===== src/rtl/serial_cap_pkg.sv =====
// Shared types and constants for the serial word capture front end.
package serial_cap_pkg;

  typedef enum logic [1:0] {
    IDLE   = 2'd0,
    SHIFT  = 2'd1,
    PARITY = 2'd2
  } state_t;

  localparam int   DEFAULT_WIDTH = 8;
  localparam logic START_LVL     = 1'b1;

endpackage


===== src/rtl/serial_word_capture_buffer.sv =====
// Single-entry valid/ready output register; a word completing while the entry
// is occupied and not being drained is dropped and flagged as an overrun.
module word_out_buffer #(
  parameter int WIDTH = 8
) (
  input  logic             clk,
  input  logic             rst_n,
  input  logic             load_i,
  input  logic [WIDTH-1:0] word_i,
  input  logic             ready_i,
  input  logic             clr_ovr_i,
  output logic [WIDTH-1:0] word_o,
  output logic             valid_o,
  output logic             overrun_o
);

  logic [WIDTH-1:0] word_q, word_d;
  logic             valid_q, valid_d;
  logic             ovr_q, ovr_d;
  logic             free;

  always_comb begin
    free    = !valid_q || ready_i;
    word_d  = word_q;
    valid_d = valid_q;
    ovr_d   = ovr_q;
    if (clr_ovr_i) ovr_d = 1'b0;
    // A set on the same edge as a clear wins, so no drop goes unreported.
    if (load_i && free) begin
      word_d  = word_i;
      valid_d = 1'b1;
    end else begin
      if (valid_q && ready_i) valid_d = 1'b0;
      if (load_i)             ovr_d   = 1'b1;
    end
  end

  always_ff @(posedge clk or negedge rst_n) begin
    if (!rst_n) begin
      word_q  <= '0;
      valid_q <= 1'b0;
      ovr_q   <= 1'b0;
    end else begin
      word_q  <= word_d;
      valid_q <= valid_d;
      ovr_q   <= ovr_d;
    end
  end

  assign word_o    = word_q;
  assign valid_o   = valid_q;
  assign overrun_o = ovr_q;

endmodule


===== src/rtl/serial_word_capture.sv =====
// Start-bit framed serial-to-parallel capture with a valid/ready output buffer.
// Optional even-parity bit after the data is enabled by SERIAL_WORD_CAPTURE_PARITY_EN.
module serial_word_capture
  import serial_cap_pkg::*;
#(
  parameter int WIDTH     = DEFAULT_WIDTH,
  parameter bit MSB_FIRST = 1'b1
) (
  input  logic             CLK,
  input  logic             RST_N,
  input  logic             EN,
  input  logic             D_IN,
  output logic [WIDTH-1:0] WORD_OUT,
  output logic             WORD_VALID,
  input  logic             WORD_READY,
  output logic             BUSY,
  output logic             OVERRUN,
  input  logic             CLR_OVR,
  output logic             PARITY_ERR
);

  localparam int               CNT_W    = (WIDTH > 1) ? $clog2(WIDTH) : 1;
  localparam logic [CNT_W-1:0] LAST_CNT = CNT_W'(WIDTH - 1);

  state_t           state_q, state_d;
  logic [CNT_W-1:0] cnt_q, cnt_d;
  logic [WIDTH-1:0] shift_q, shift_d;
  logic [WIDTH-1:0] shift_in;
  logic [WIDTH-1:0] load_word;
  logic             load;
`ifdef SERIAL_WORD_CAPTURE_PARITY_EN
  logic             perr_q, perr_d;
`endif

  // Shift register contents including the bit being sampled on this edge.
  assign shift_in = MSB_FIRST ? {shift_q[WIDTH-2:0], D_IN} : {D_IN, shift_q[WIDTH-1:1]};

  always_comb begin
    state_d   = state_q;
    cnt_d     = cnt_q;
    shift_d   = shift_q;
    load      = 1'b0;
    load_word = shift_in;
`ifdef SERIAL_WORD_CAPTURE_PARITY_EN
    perr_d    = 1'b0;
`endif
    if (EN) begin
      case (state_q)
        IDLE: begin
          if (D_IN == START_LVL) begin
            state_d = SHIFT;
            cnt_d   = '0;
          end
        end
        SHIFT: begin
          shift_d = shift_in;
          if (cnt_q == LAST_CNT) begin
            cnt_d = '0;
`ifdef SERIAL_WORD_CAPTURE_PARITY_EN
            state_d = PARITY;
`else
            state_d = IDLE;
            load    = 1'b1;
`endif
          end else begin
            cnt_d = cnt_q + 1'b1;
          end
        end
`ifdef SERIAL_WORD_CAPTURE_PARITY_EN
        PARITY: begin
          state_d   = IDLE;
          load_word = shift_q;
          if ((^shift_q ^ D_IN) == 1'b0) load   = 1'b1;
          else                           perr_d = 1'b1;
        end
`endif
        default: state_d = IDLE;
      endcase
    end
  end

  always_ff @(posedge CLK or negedge RST_N) begin
    if (!RST_N) begin
      state_q <= IDLE;
      cnt_q   <= '0;
      shift_q <= '0;
    end else begin
      state_q <= state_d;
      cnt_q   <= cnt_d;
      shift_q <= shift_d;
    end
  end

`ifdef SERIAL_WORD_CAPTURE_PARITY_EN
  always_ff @(posedge CLK or negedge RST_N) begin
    if (!RST_N) perr_q <= 1'b0;
    else        perr_q <= perr_d;
  end
  assign PARITY_ERR = perr_q;
`else
  assign PARITY_ERR = 1'b0;
`endif

  assign BUSY = (state_q != IDLE);

  word_out_buffer #(.WIDTH(WIDTH)) u_buf (
    .clk      (CLK),
    .rst_n    (RST_N),
    .load_i   (load),
    .word_i   (load_word),
    .ready_i  (WORD_READY),
    .clr_ovr_i(CLR_OVR),
    .word_o   (WORD_OUT),
    .valid_o  (WORD_VALID),
    .overrun_o(OVERRUN)
  );

endmodule


===== config.mk =====
export PLATFORM = sky130hd
export DESIGN_NAME = serial_word_capture
export DESIGN_NICKNAME = d
export VERILOG_FILES = /design/src/rtl/serial_cap_pkg.sv /design/src/rtl/serial_word_capture_buffer.sv /design/src/rtl/serial_word_capture.sv
export SDC_FILE = /design/constraint.sdc
export NUM_CORES = 1
export LEC_CHECK = 0
export BUFFER_PORTS_ARGS = -buffer_cell sky130_fd_sc_hd__buf_2
export CORE_AREA = 2 2 46 48
export CTS_CLUSTER_SIZE = 8
export DETAILED_ROUTE_END_ITERATION = 7
export DIE_AREA = 0 0 48 50
export HOLD_SLACK_MARGIN = 0.02
export MAX_ROUTING_LAYER = met4
export PLACE_DENSITY = 0.81
export SKIP_CTS_REPAIR_TIMING = 1
export SYNTH_ARGS = -nofsm -noshare
export SYNTH_HDL_FRONTEND = slang
export SYNTH_SLANG_ARGS = --single-unit

===== constraint.sdc =====
create_clock -name CLK -period 1.38 [get_ports CLK]
set_input_delay 0.138 -clock CLK [delete_from_list [all_inputs] [get_ports CLK]]
set_output_delay 0.138 -clock CLK [all_outputs]
set_load 0.02 [all_outputs]

; Yosys cells after proc, flatten, opt, wreduce, memory -nomap -nowiden
; Cells that the tools add are included.
[totals]
ff_bits = 22
out_inout_bits = 12
elab_cells = 36
[op_classes]
addsub = 1
n_eq_ne = 4
muxes = 14
reduce_logical = 11
[op_table]
columns = cell, count
row1 = 2-to-1 mux 1 bit, 8
row2 = 2-to-1 mux 3 bit, 2
row3 = one-hot mux 3 bit (2 select lines), 1
row4 = AND reduction 3 bit, 2
row5 = nonzero test 2 bit, 3
row6 = 2-to-1 mux 2 bit, 2
row7 = inequality test 2 bit (second input constant), 2
row8 = one-hot mux 2 bit (2 select lines), 1
row9 = adder 3 x 1 -> 3 bit (second input constant), 1
row10 = equality test 3 bit (second input constant), 1
row11 = equality test 2 x 1 -> 1 bit (second input constant), 1
row12 = logical AND 1 bit, 2
row13 = logical NOT 2 bit, 1
row14 = AND reduction 2 bit, 1
row15 = logical NOT 1 bit, 1
row16 = logical OR 1 bit, 1

; Logic depth before layout (Yosys ltp)
; Gate-level depths: netlist (run 1).
[logic_depth]
word_depth = 6
depth_mapped = 6
ltp_nobuf = 5

; Modules after synthesis
; A second synthesis (run 1) with hierarchy kept.
[hier_totals]
cells_unflattened = 56
area_unflattened_um2 = 874.6
[modules_own_cells]
columns = mod, instances, cells_each, area_each_um2, seq_area_each_um2
row1 = serial_word_capture, 1, 32, 461.7, 275.3
row2 = word_out_buffer, 1, 24, 412.9, 250.2

; Worst setup path before layout (run 1)
; Ideal clock, no wire load.
[synth_path]
path_type = register -> register
from = register cnt_q[0]
to = register u_buf.word_q[0], in the netlist u_buf.word_o[0]
setup_ns = 0.127
arrival_time_ns = 1.379
required_ns = 1.253
path_slack_ns = -0.126
path_stages_with_launch = 7
n_path_buf = 1
synth_period_minus_slack_ns = 1.506
path_cell_list = dfrtp_1 -> ha_1 -> ha_1 -> nand3_1 -> nor2b_1 -> buf_6 -> mux2_1
[synth_between]
elab_chain_cells = 5
[synth_rtl]
columns = element, line
row1 = "start, declared", serial_word_capture.sv:26  ; logic [CNT_W-1:0] cnt_q, cnt_d;
row2 = "start signal, assigned", serial_word_capture.sv:89  ; cnt_q <= cnt_d;
row3 = equality test 3 bit, serial_word_capture.sv:57  ; if (cnt_q == LAST_CNT) begin
row4 = 2-to-1 mux 1 bit, serial_word_capture.sv:57
row5 = 2-to-1 mux 1 bit, serial_word_capture.sv:48  ; case (state_q)
row6 = 2-to-1 mux 1 bit, serial_word_capture.sv:47  ; if (EN) begin
row7 = logical AND 1 bit, serial_word_capture_buffer.sv:29  ; if (load_i && free) begin
row8 = "end signal, assigned", serial_word_capture_buffer.sv:44  ; word_q <= word_d;
row9 = "end, declared", serial_word_capture_buffer.sv:17  ; logic [WIDTH-1:0] word_q, word_d;
; Every way passes these cells.
; A chain may end at the register's enable or synchronous reset.

; Final worst setup path (run 1)
[layout_path]
from = register cnt_q[1]
to = register u_buf.word_q[0], in the netlist u_buf.word_o[0]
; Same word-level chain as after synthesis.

==> results of run 1 <==
## critical path: stages (launching register included)
cell,delay [ns]
dfrtp_1,0.37
ha_2,0.19
ha_4,0.14
nand3_4,0.08
nor2b_4,0.13
buf_8,0.15
mux2_4,0.30
## per-layer routing
metal	share of wire, %	global-route usage (%)	routed length (um)
met5	0	-	0
met4	0.61	7.66	9
met3	3.4	3.66	51
met2	46	16.7	678
met1	50	23.2	740
## logic make-up (layout without fill, tap and decap cells)
group,Yosys count,after routing,synth area share (%)
compound gates,7,7,5.43
fa+ha+maj,2,2,3.02
buf+inv,3,28,2.71
flops,21,21,63.3
mux,15,15,20.4
other cells,1,1,0.452
simple gates,8,8,4.67
## flip-flops by register name (all words and copies together), names as in the netlist
register	count
state_q	1
u_buf.overrun_o	1
shift_q	7
u_buf.valid_o	1
cnt_q	3
u_buf.word_o	8
## cell type report
class	instances	area [sq um]	share of cell area, %
flip-flops and latches	21	526	48.6
multi-input cells	33	347	32.0
repair buffers	23	145	13.4
well taps	27	33.8	3.12
clock buffers	3	22.5	2.08
clock inverters	1	5.00	0.462
inverters	1	3.75	0.347
## cells in the mapped netlist, types with 2 or more instances
master | count | area (sq um)
dfrtp_1 | 21 | 526
mux2_1 | 8 | 90.1
mux2_2 | 7 | 78.8
nand2_1 | 4 | 15.0
ha_1 | 2 | 25.0
o21ai_0 | 2 | 10.0
nand2b_1 | 2 | 12.5
## final timing paths
path	slack (ns)	endpoint	startpoint	cells after the start
setup reg to reg	-0.11	u_buf.word_o[0]	cnt_q[1]	6
hold / removal	0.11	shift_q[0]	D_IN	2
setup / recovery	-0.11	u_buf.word_o[0]	cnt_q[1]	6
hold reg to reg	0.52	u_buf.word_o[7]	u_buf.word_o[7]	1
min in group asynchronous	0.30	shift_q[5]	RST_N	2
max in group asynchronous	0.75	cnt_q[0]	RST_N	2
## power by group
part / internal, mW / switching [mW]
clock: 0.108 / 0.193
sequential: 0.873 / 0.174
combinational: 0.457 / 0.380
## placed cells by master (no fill, tap or decap), types with 2 or more instances in the layout
cell type and instances:
dfrtp_1 21, buf_2 16, mux2_4 8, mux2_2 7, nand2_1 4, buf_4 4, clkbuf_4 3, nand2b_1 2
o21ai_0 2, dlygate4sd3_1 2
## through the flow
stage	power [mW]	hold WS [ns]
floorplan	1.50	-0.158
global placement	1.74	0.108
detailed placement	1.77	0.116
CTS	2.07	-0.230
global route	2.35	0.111
finish	2.18	0.114
==> flow_summary_export.csv, run 1 <==
group,metric,value,unit
grt,grtUsageTotal,14.7,%
die,fp-row-count,16,
power_and_ir_drop,leakagePower,0.524,nW
outcome,status,"finished, violations left",
die,die_x,48,um
power_and_ir_drop,irDropWorstVdd,0.875,mV
die,die_area,2400,sq um
grt,grt_pass1_vias,504,
drt,totalWireLength,1480,um
drt,drc,0,
yosys,synthesis.area,830,sq um
clock_network,cts_tree,"built",
cells_and_area,drive_gt1_share,53.7,%
timing,rsz0062_at_grt,"true",
placement,dp_cells,102,
die,core_area,1900,sq um
timing,finalSetupViolCount,8,
placement,place_hpwl,969,um
timing,timing.final.crit_period,1.49,ns
yosys,yosys_warnings,0,
cells_and_area,fin_area,1080,sq um
timing,setup_slack,-0.111,ns
timing,fin_crit_sh,108,%
grt,grt_pass1_wl,2360,um
clock_network,clock_latency,0.31,ns
yosys,ys_types,18,
yosys,async_flop_share,100,%
die,die_y,50,um
yosys,syn-num-nets,65,
worst_setup_path,critPathLaunchType,"flip-flop",
worst_setup_path,critPathMaxFanout,8,
yosys,synth_seq_cells,21,
cells_and_area,fin_cells,109,
outcome,violations,"negative setup slack",
yosys,synth_ff_type,"dfrtp_1",
cells_and_area,synthToLayoutAreaGrowth,30.5,%
worst_setup_path,cp.required,1.57,ns
yosys,synth_edf_count,0,
clock_network,clk_path_buf_depth,2,
timing,fin_setup_tns,-0.769,ns
cells_and_area,nets,91,
timing,maxSlewViolCount,0,
clock_network,path_clk_slew,0.13,ns
drt,via_per_inst,4.72,
yosys,syn_inst,57,
worst_setup_path,path_class,"flip-flop to flip-flop",
grt,antenna_found_initial,0,
grt,grt_max_degree,22,
power_and_ir_drop,p_per_area,2020,nW/um^2
run,maxCapViolCount,0,
timing,hold_viol,0,
cells_and_area,diodes,0,
grt,grt_overflow,0,
placement,place_congestion,0.787,
placement,portBuffers,16,
clock_network,cts_buffers,3,
die,io_pins,18,
clock_network,cts_root_buf,"clkbuf_4",
timing,finalClockSkew,0.0130,ns
cells_and_area,fill_cells,147,
timing,fmax,671,MHz
die,start_util,43.6,%
yosys,ys_seq_area_share,63.3,%
clock_network,clock_sinks,21,
worst_setup_path,setup.worst_path.end_class,"flip-flop",
drt,drtIter0Drc,19,
drt,antenna_left,0,
placement,place_area,975,sq um
drt,first_pass_iters,4,
drt,vias,514,
worst_setup_path,critPathArrivalTime,1.68,ns
clock_network,htree_num_levels,1,
cells_and_area,post-route-util,56.9,%
min_path,hp-class,"primary input to flip-flop",
drt,avgRoutedWirePerCell,13.6,um
placement,dp_slack,-0.129,ns
yosys,avgSynthCellArea,14.6,sq um
No activity file was read; power rests on OpenSTA's default activity.
==> run 2, diff against run 1 <==
--- a/config.mk
+++ b/config.mk
@@ -13,6 +13,7 @@
 export HOLD_SLACK_MARGIN = 0.02
 export MAX_ROUTING_LAYER = met4
 export PLACE_DENSITY = 0.81
+export SETUP_SLACK_MARGIN = 0.3
 export SKIP_CTS_REPAIR_TIMING = 1
 export SYNTH_ARGS = -nofsm -noshare
 export SYNTH_HDL_FRONTEND = slang
==> flow_summary_export.csv, run 2 (synthesized netlist as in run 1, its figures left out) <==
group,metric,value,unit
grt,grt_pass1_vias,525,
grt,grt_max_degree,22,
power_and_ir_drop,p_int,1.50,mW
power_and_ir_drop,swShare,34.4,%
timing,timing.final.crit_period,1.49,ns
die,die_y,50,um
power_and_ir_drop,pwr-share-clk,12.6,%
power_and_ir_drop,irDropWorstVdd,1.14,mV
clock_network,clock_latency,0.30,ns
run,maxCapViolCount,0,
drt,drtIter0Drc,3,
placement,portBuffers,16,
power_and_ir_drop,p_per_area,2060,nW/um^2
power_and_ir_drop,seq_power_share,45.9,%
die,io_pins,18,
drt,via_per_inst,4.94,
worst_setup_path,setup.worst_path.end_class,"flip-flop",
drt,antenna_left,0,
clock_network,htree_num_levels,1,
outcome,violations,"negative setup slack",
clock_network,path_clk_slew,0.11,ns
worst_setup_path,path_class,"flip-flop to flip-flop",
timing,rsz0062_at_grt,"true",
die,core_area,1900,sq um
cells_and_area,largest_reg_flops,8,
drt,totalWireLength,1580,um
timing,fin_hold_ws,0.132,ns
drt,first_pass_iters,2,
power_and_ir_drop,power.total,2.29,mW
placement,place_hpwl,1090,um
clock_network,cts_buffers,3,
power_and_ir_drop,p_sw,0.787,mW
clock_network,cts_root_buf,"clkbuf_4",
cells_and_area,post-route-util,58.5,%
min_path,hp-class,"primary input to flip-flop",
drt,drc,0,
placement,place_congestion,0.749,
outcome,status,"finished, violations left",
worst_setup_path,critPathLaunchType,"flip-flop",
timing,finalClockSkew,0.00319,ns
drt,avgRoutedWirePerCell,14.5,um
grt,grt_pass1_wl,2420,um
cells_and_area,synthToLayoutAreaGrowth,34.1,%
cells_and_area,nets,91,
timing,hold_viol,0,
timing,setup_slack,-0.114,ns
die,die_x,48,um
grt,grt_overflow,0,
die,die_area,2400,sq um
timing,finalSetupViolCount,8,
die,fp-row-count,16,
timing,fin_crit_sh,108,%
power_and_ir_drop,leakagePower,0.533,nW
worst_setup_path,cp.required,1.57,ns
power_and_ir_drop,p_comb_share,41.5,%
clock_network,clock_sinks,21,
drt,vias,539,
clock_network,clk_path_buf_depth,2,
cells_and_area,drive_gt1_share,58.5,%
cells_and_area,mostFrequentLayoutCells,"20 x dfrtp_1, 15 x buf_2, 8 x mux2_4, 7 x mux2_2",
worst_setup_path,critPathArrivalTime,1.69,ns
timing,maxSlewViolCount,0,
die,start_util,43.6,%
cells_and_area,final_common_cell,"dfrtp_1",
worst_setup_path,critPathMaxFanout,8,
grt,antenna_found_initial,0,
cells_and_area,diodes,0,
timing,fmax,669,MHz
clock_network,cts_tree,"built",
grt,grtUsageTotal,15.2,%
## run 2: path summary, 6_finish.rpt
kind / start / endpoint / slack, ns / depth (start not counted)
setup / recovery: cnt_q[0] / u_buf.word_o[2] / -0.11 / 6
hold / removal: D_IN / shift_q[0] / 0.13 / 2
setup reg to reg: cnt_q[0] / u_buf.word_o[2] / -0.11 / 6
hold reg to reg: cnt_q[1] / cnt_q[1] / 0.51 / 2
max in group asynchronous: RST_N / state_q[0] / 0.74 / 2
min in group asynchronous: RST_N / cnt_q[0] / 0.30 / 2
## run 2: worst max-delay path: stages (launching register included)
cell	delay [ns]
dfrtp_1	0.38
ha_2	0.20
ha_4	0.15
nand3_4	0.07
nor2b_4	0.13
buf_8	0.15
mux2_4	0.31
## run 2: metal layers
metal	vias up	global-route usage, %	share of wire (%)
li1	252	-	-
met1	272	20.0	44
met2	13	21.6	51
met3	2	3.30	4.9
met4	0	8.11	0.82
met5	-	-	0
## run 2: power groups by stage
stage / Sequential, mW / Clock [mW] / Combinational [mW]
floorplan: 1.17 / 0 / 0.339
global placement: 1.03 / 0 / 0.731
detailed placement: 1.05 / 0 / 0.757
CTS: 1.04 / 0.310 / 0.761
global route: 1.09 / 0.334 / 1.02
finish: 1.05 / 0.289 / 0.950
## run 2: final cells by class
cell class | count | area [sq um]
fill | 172 | 790
timing repair buffer | 23 | 155
sequential | 21 | 527
multi-input combinational | 33 | 365
tap | 27 | 33.8
clock inverter | 1 | 5.00
inverter | 1 | 3.75
clock buffer | 3 | 22.5
## run 2: per-stage QoR
stage          cells  setup TNS, ns  setup WS [ns]  instance area, sq um
3_3_place_gp     103         -0.717        -0.0979                   991
6_report         109         -0.853         -0.114                  1110
5_1_grt          109          -1.28         -0.169                  1110
4_1_cts          107          -1.16         -0.159                  1020
2_1_floorplan     57         -0.660        -0.0825                   858
3_5_place_dp     103         -0.894         -0.127                   991
